<file path="src/rtl/sum_accum.sv">
// Windowed saturating accumulator for the registered adder stage. Each window of up to WIN
// accepted samples is summed, its overflow flags are counted, and the result is offered
// downstream through a valid/ready handshake.
module sum_accum #(
  parameter int unsigned IN_W  = 5,
  parameter int unsigned ACC_W = 8,
  parameter int unsigned WIN   = 4,
  parameter int unsigned CNT_W = 4
) (
  input  logic             clk,
  input  logic             rst,
  input  logic             in_valid,
  output logic             in_ready,
  input  logic [IN_W-1:0]  sum_in,
  input  logic             ovf_in,
  input  logic             flush,
  input  logic             clr,
  output logic             out_valid,
  input  logic             out_ready,
  output logic [ACC_W-1:0] acc_out,
  output logic             sat_out,
  output logic [CNT_W-1:0] ovf_cnt,
  output logic [CNT_W-1:0] smp_cnt
);

  localparam logic [CNT_W-1:0] WinCnt = CNT_W'(WIN);
  localparam logic [CNT_W-1:0] CntMax = {CNT_W{1'b1}};
  localparam logic [ACC_W-1:0] AccMax = {ACC_W{1'b1}};

  typedef enum logic [0:0] {StAcc, StHold} state_e;

  state_e           state_q, state_d;
  logic             run_q;
  logic [ACC_W-1:0] acc_q, acc_d;
  logic [CNT_W-1:0] cnt_q, cnt_d;
  logic [CNT_W-1:0] ovc_q, ovc_d;
  logic             sat_q, sat_d;
  logic [ACC_W-1:0] acc_out_q, acc_out_d;
  logic             sat_out_q, sat_out_d;
  logic [CNT_W-1:0] ovf_cnt_q, ovf_cnt_d;
  logic [CNT_W-1:0] smp_cnt_q, smp_cnt_d;

  logic             accept;
  logic             close;
  logic [ACC_W:0]   sum_ext;
  logic [ACC_W-1:0] acc_new;
  logic             sat_new;
  logic [CNT_W-1:0] cnt_new;
  logic [CNT_W-1:0] ovc_new;

  // run_q keeps in_ready low until the first edge after reset is released.
  always_ff @(posedge clk or posedge rst) begin
    if (rst) begin
      state_q   <= StAcc;
      run_q     <= 1'b0;
      acc_q     <= '0;
      cnt_q     <= '0;
      ovc_q     <= '0;
      sat_q     <= 1'b0;
      acc_out_q <= '0;
      sat_out_q <= 1'b0;
      ovf_cnt_q <= '0;
      smp_cnt_q <= '0;
    end else begin
      state_q   <= state_d;
      run_q     <= 1'b1;
      acc_q     <= acc_d;
      cnt_q     <= cnt_d;
      ovc_q     <= ovc_d;
      sat_q     <= sat_d;
      acc_out_q <= acc_out_d;
      sat_out_q <= sat_out_d;
      ovf_cnt_q <= ovf_cnt_d;
      smp_cnt_q <= smp_cnt_d;
    end
  end

  // Window datapath: values after including this cycle's sample (if any), and the close decision.
  always_comb begin
    accept  = in_valid & in_ready;
    sum_ext = {1'b0, acc_q} + {{(ACC_W + 1 - IN_W){1'b0}}, sum_in};
    acc_new = acc_q;
    sat_new = sat_q;
    cnt_new = cnt_q;
    ovc_new = ovc_q;
    if (accept) begin
      if (sum_ext[ACC_W]) begin
        acc_new = AccMax;
        sat_new = 1'b1;
      end else begin
        acc_new = sum_ext[ACC_W-1:0];
      end
      cnt_new = (cnt_q == CntMax) ? cnt_q : cnt_q + 1'b1;
      if (ovf_in) begin
        ovc_new = (ovc_q == CntMax) ? ovc_q : ovc_q + 1'b1;
      end
    end
    close = (state_q == StAcc) && !clr &&
            ((accept && (cnt_new == WinCnt)) || (flush && (cnt_new != '0)));
  end

  // Next-state: window state, result capture and handshake.
  always_comb begin
    state_d   = state_q;
    acc_d     = acc_q;
    cnt_d     = cnt_q;
    ovc_d     = ovc_q;
    sat_d     = sat_q;
    acc_out_d = acc_out_q;
    sat_out_d = sat_out_q;
    ovf_cnt_d = ovf_cnt_q;
    smp_cnt_d = smp_cnt_q;
    unique case (state_q)
      StAcc: begin
        if (clr || close) begin
          acc_d = '0;
          cnt_d = '0;
          ovc_d = '0;
          sat_d = 1'b0;
        end else begin
          acc_d = acc_new;
          cnt_d = cnt_new;
          ovc_d = ovc_new;
          sat_d = sat_new;
        end
        if (close) begin
          acc_out_d = acc_new;
          sat_out_d = sat_new;
          ovf_cnt_d = ovc_new;
          smp_cnt_d = cnt_new;
          state_d   = StHold;
        end
      end
      StHold: begin
        if (out_ready) begin
          state_d = StAcc;
        end
      end
      default: state_d = StAcc;
    endcase
  end

  // Outputs: ready/valid decoded from state, results straight from the capture registers.
  always_comb begin
    in_ready  = (state_q == StAcc) && run_q;
    out_valid = (state_q == StHold);
    acc_out   = acc_out_q;
    sat_out   = sat_out_q;
    ovf_cnt   = ovf_cnt_q;
    smp_cnt   = smp_cnt_q;
  end

endmodule

</file>
<file path="config.mk">
export PLATFORM = sky130hd
export DESIGN_NAME = sum_accum
export DESIGN_NICKNAME = d
export VERILOG_FILES = /design/src/rtl/sum_accum.sv
export SDC_FILE = /design/constraint.sdc
export NUM_CORES = 1
export LEC_CHECK = 0
export CAP_MARGIN = 15
export CORE_MARGIN = 1
export CORE_UTILIZATION = 54
export CTS_CLUSTER_DIAMETER = 100
export CTS_CLUSTER_SIZE = 8
export DETAILED_ROUTE_END_ITERATION = 7
export DONT_BUFFER_PORTS = 1
export PLACE_DENSITY = 0.69
export SYNTH_ARGS = -nofsm -noshare
export SYNTH_HDL_FRONTEND = slang
export SYNTH_SLANG_ARGS = --single-unit
</file>
<file path="constraint.sdc">
create_clock -name clk -period 3.15 [get_ports clk]
set_clock_uncertainty 0.2 [all_clocks]
set_input_delay 0.63 -clock clk [delete_from_list [all_inputs] [get_ports clk]]
set_output_delay 0.63 -clock clk [all_outputs]
set_load 0.01 [all_outputs]
</file>
==> flow_summary.json <==
{
  "r2r_start": "cnt_q[0]",
  "place_hpwl_mm": 3.29,
  "grt_max_degree": 32,
  "power_w": 0.00118,
  "reg2regPathDepth": 7,
  "crit_slowest_cell": "dfrtp_1",
  "grtUsageTotal": 0.249,
  "fmax_mhz": 366,
  "seqPwrFrac": 0.489,
  "r2r-end": "acc_out[2]",
  "grt_pass1_wl_mm": 7.76,
  "num_vias": 1600,
  "ant_nets": 0,
  "rows": 22,
  "synth.cell_area_um2": 2070,
  "wirelength_mm": 4.41,
  "die_x_um": 63.9,
  "dieArea_um2": 4090,
  "ys_types": 47,
  "portBuffers": 0,
  "clk_latency_ns": 0.30,
  "internal_power_w": 0.000828,
  "die_h_um": 63.9,
  "cts_setup_buffers": 0,
  "clkPwrFrac": 0.347,
  "syn-num-nets": 236,
  "initial_core_util": 0.566,
  "area_growth_pct": 7.37,
  "p_leak_nw": 0.982,
  "final_nets": 238,
  "diodes": 0,
  "top_layer_used": "met4",
  "hold_viol": 0,
  "route.met3.wl_um": 295,
  "rrSetupSlack_ns": 0.42,
  "hold_buffers": 1,
  "drcViolationCount": 0,
  "switching_power_w": 0.000356,
  "finalSetupTns_ns": 0,
  "cts-root-buf": "clkbuf_8",
  "max_stage_delay_ns": 0.52,
  "grt_overflow": 0,
  "antenna_found_initial": 0,
  "layout_min_cycle_time_ns": 2.73,
  "fillers": 327,
  "syn_avg_cell_area_um2": 9.59,
  "ys_async_sr_fraction": 1.00,
  "cap_violations": 0,
  "holdPathEnd": "out_valid",
  "htree_levels": 2,
  "fin_hold_ws_ns": 0.234,
  "cts_sinks": 36,
  "critPathMaxFanout": 15,
  "min-delay-start": "out_ready",
  "cts_tree": "done",
  "synthFlopType": "dfrtp_1",
  "clk_path_buf_depth": 2,
  "tightestPinTransition_ns": 0.584,
  "period_share": 0.867,
  "p_sw_frac": 0.301,
  "critical_path_class": "reg -> reg",
  "gp_congestion": 0.838,
  "final_layout_size_suffix_gt1_frac": 0.110,
  "cp.required_ns": 3.13,
  "drv_slew": 0,
  "rsz0062_at_grt": "false",
  "cp-end-kind": "flop",
  "crit_chain": "ha_1 > and4b_1 > mux2i_1 > a21oi_2 > o31ai_4 > buf_4 > mux2_2",
  "cp_data_arrival_time_ns": 2.71,
  "yosysWarnings": 0,
  "maxSlewHeadroom": 0.609,
  "combinationalPowerShare": 0.165,
  "wl_met1_mm": 1.87,
  "ys_ff_latch": 36,
  "peakVddDrop_uv": 216,
  "status": "finished, final reports clean",
  "hold_depth": 1,
  "worstSetupStartpointType": "flop",
  "vias_per_cell": 5.99,
  "drt-wirelength-per-cell_um": 16.5,
  "worstHoldPathType": "in -> reg",
  "crit_buf_inv": 1,
  "grt_pass1_vias": 1675,
  "first_pass_iters": 4,
  "setup_viol": 0,
  "path_clk_slew_ns": 0.07,
  "core_area_um2": 3660,
  "drt_iter0_markers": 90,
  "synth_edf_count": 0,
  "numCtsBuffers": 5,
  "critical_path.top_delay_family": "multiplexers",
  "cts_resized": 0,
  "synth_seq_area_share": 0.435,
  "io_pins": 31,
  "wl_met2_mm": 2.16,
  "synthCells": 216,
  "power.density_nw_per_um2": 532
}
## Yosys cell counts, drive strengths merged (2+ instances only)
cell     n  area share
nand3b   2      0.0072
a31oi    3      0.0091
inv     12       0.022
a211oi   4       0.021
a21oi   13       0.033
o31ai    4       0.021
mux2     4       0.027
nand2   29       0.053
nor3     4      0.0097
nor2    15       0.027
o21ai   21       0.051
nand2b   3      0.0091
clkbuf   4      0.0085
a21o     4       0.015
ha       7       0.042
buf      7       0.024
a22o     4       0.017
nor2b    2      0.0060
xnor2    4       0.017
mux2i    5       0.024
dfrtp   36        0.44
o22ai    3      0.0091
o211ai   3       0.011
and2     2      0.0060
nand3    7       0.017
## metrics by stage
stage	area (µm²)	cells	util	worst slack, ns
floorplan	2070	216	-	0.443
global placement	2100	258	0.574	0.339
detailed placement	2100	258	0.574	0.284
CTS	2220	267	0.607	0.432
global route	2220	267	0.607	0.269
finish	2220	267	0.607	0.418
## sequential cells by signal, summed over array words and instances (netlist names)
signal     count
run_q          1
acc_q          8
ovc_q          4
cnt_q          4
out_valid      1
acc_out        8
sat_out        1
sat_q          1
smp_cnt        4
ovf_cnt        4
## power by group through the flow
stage | registers, W | clock network [W] | logic, W
finish | 0.000578 | 0.000411 | 0.000195
global route | 0.000586 | 0.000436 | 0.000226
CTS | 0.000579 | 0.000414 | 0.000196
detailed placement | 0.000588 | 0 | 0.000194
global placement | 0.000584 | 0 | 0.000187
floorplan | 0.000570 | 0 | 0.000165
## how the worst max path moves through the flow
stage,from,to,cells after the start
2_1_floorplan,sum_in[0],acc_out[2],8
3_3_place_gp,sum_in[0],acc_out[2],8
3_5_place_dp,sum_in[0],acc_out[2],8
4_1_cts,cnt_q[0],acc_out[2],7
5_1_grt,acc_q[0],acc_out[2],8
6_report,cnt_q[0],acc_out[2],7
## per-layer routing
metal / vias up / GRT usage
met1: 766 / 0.297
li1: 770 / -
met4: 0 / 0.105
met2: 54 / 0.418
met3: 10 / 0.0714
met5: - / 0
## placed cells by master (no fill, tap or decap), drive strengths merged, types with 3 or more instances in the layout
cell type	count
clkbuf	5
a211oi	4
a21oi	13
o22ai	3
dfrtp	36
a22o	4
mux2i	5
xnor2	4
ha	7
nand3	7
nand2	29
o211ai	3
o21ai	21
mux2	4
nor3	4
nand2b	3
o31ai	4
nor2	15
inv	12
a31oi	3
buf	5
a21o	4
## layout make-up
cell class,count,area (µm²),share of cell area
Inverter,12,45.0,0.0203
Clock inverter,3,42.5,0.0191
Tap cell,48,60.1,0.0270
Multi-Input combinational cell,157,1060,0.476
Sequential cell,36,901,0.405
Clock buffer,5,68.8,0.0310
Timing Repair Buffer,6,47.5,0.0214
## kinds of logic after synthesis
group           after synthesis  synth area share
compound gates               65             0.218
other cells                   1           0.00181
mux                           9            0.0514
buf+inv                      23            0.0538
flops                        36             0.435
simple gates                 70             0.172
fa+ha+maj                     8            0.0520
xor+xnor                      4            0.0169
## worst register-to-register path: cells and delay by family (launching register included)
| kind | cells | cell delay [ns] |
|---|---|---|
| mux | 2 | 0.68 |
| flops | 1 | 0.52 |
| compound gates | 2 | 0.43 |
| simple gates | 1 | 0.27 |
| fa+ha+maj | 1 | 0.26 |
| buf+inv | 1 | 0.25 |
Note: power is estimated with default switching activity, not from simulation.
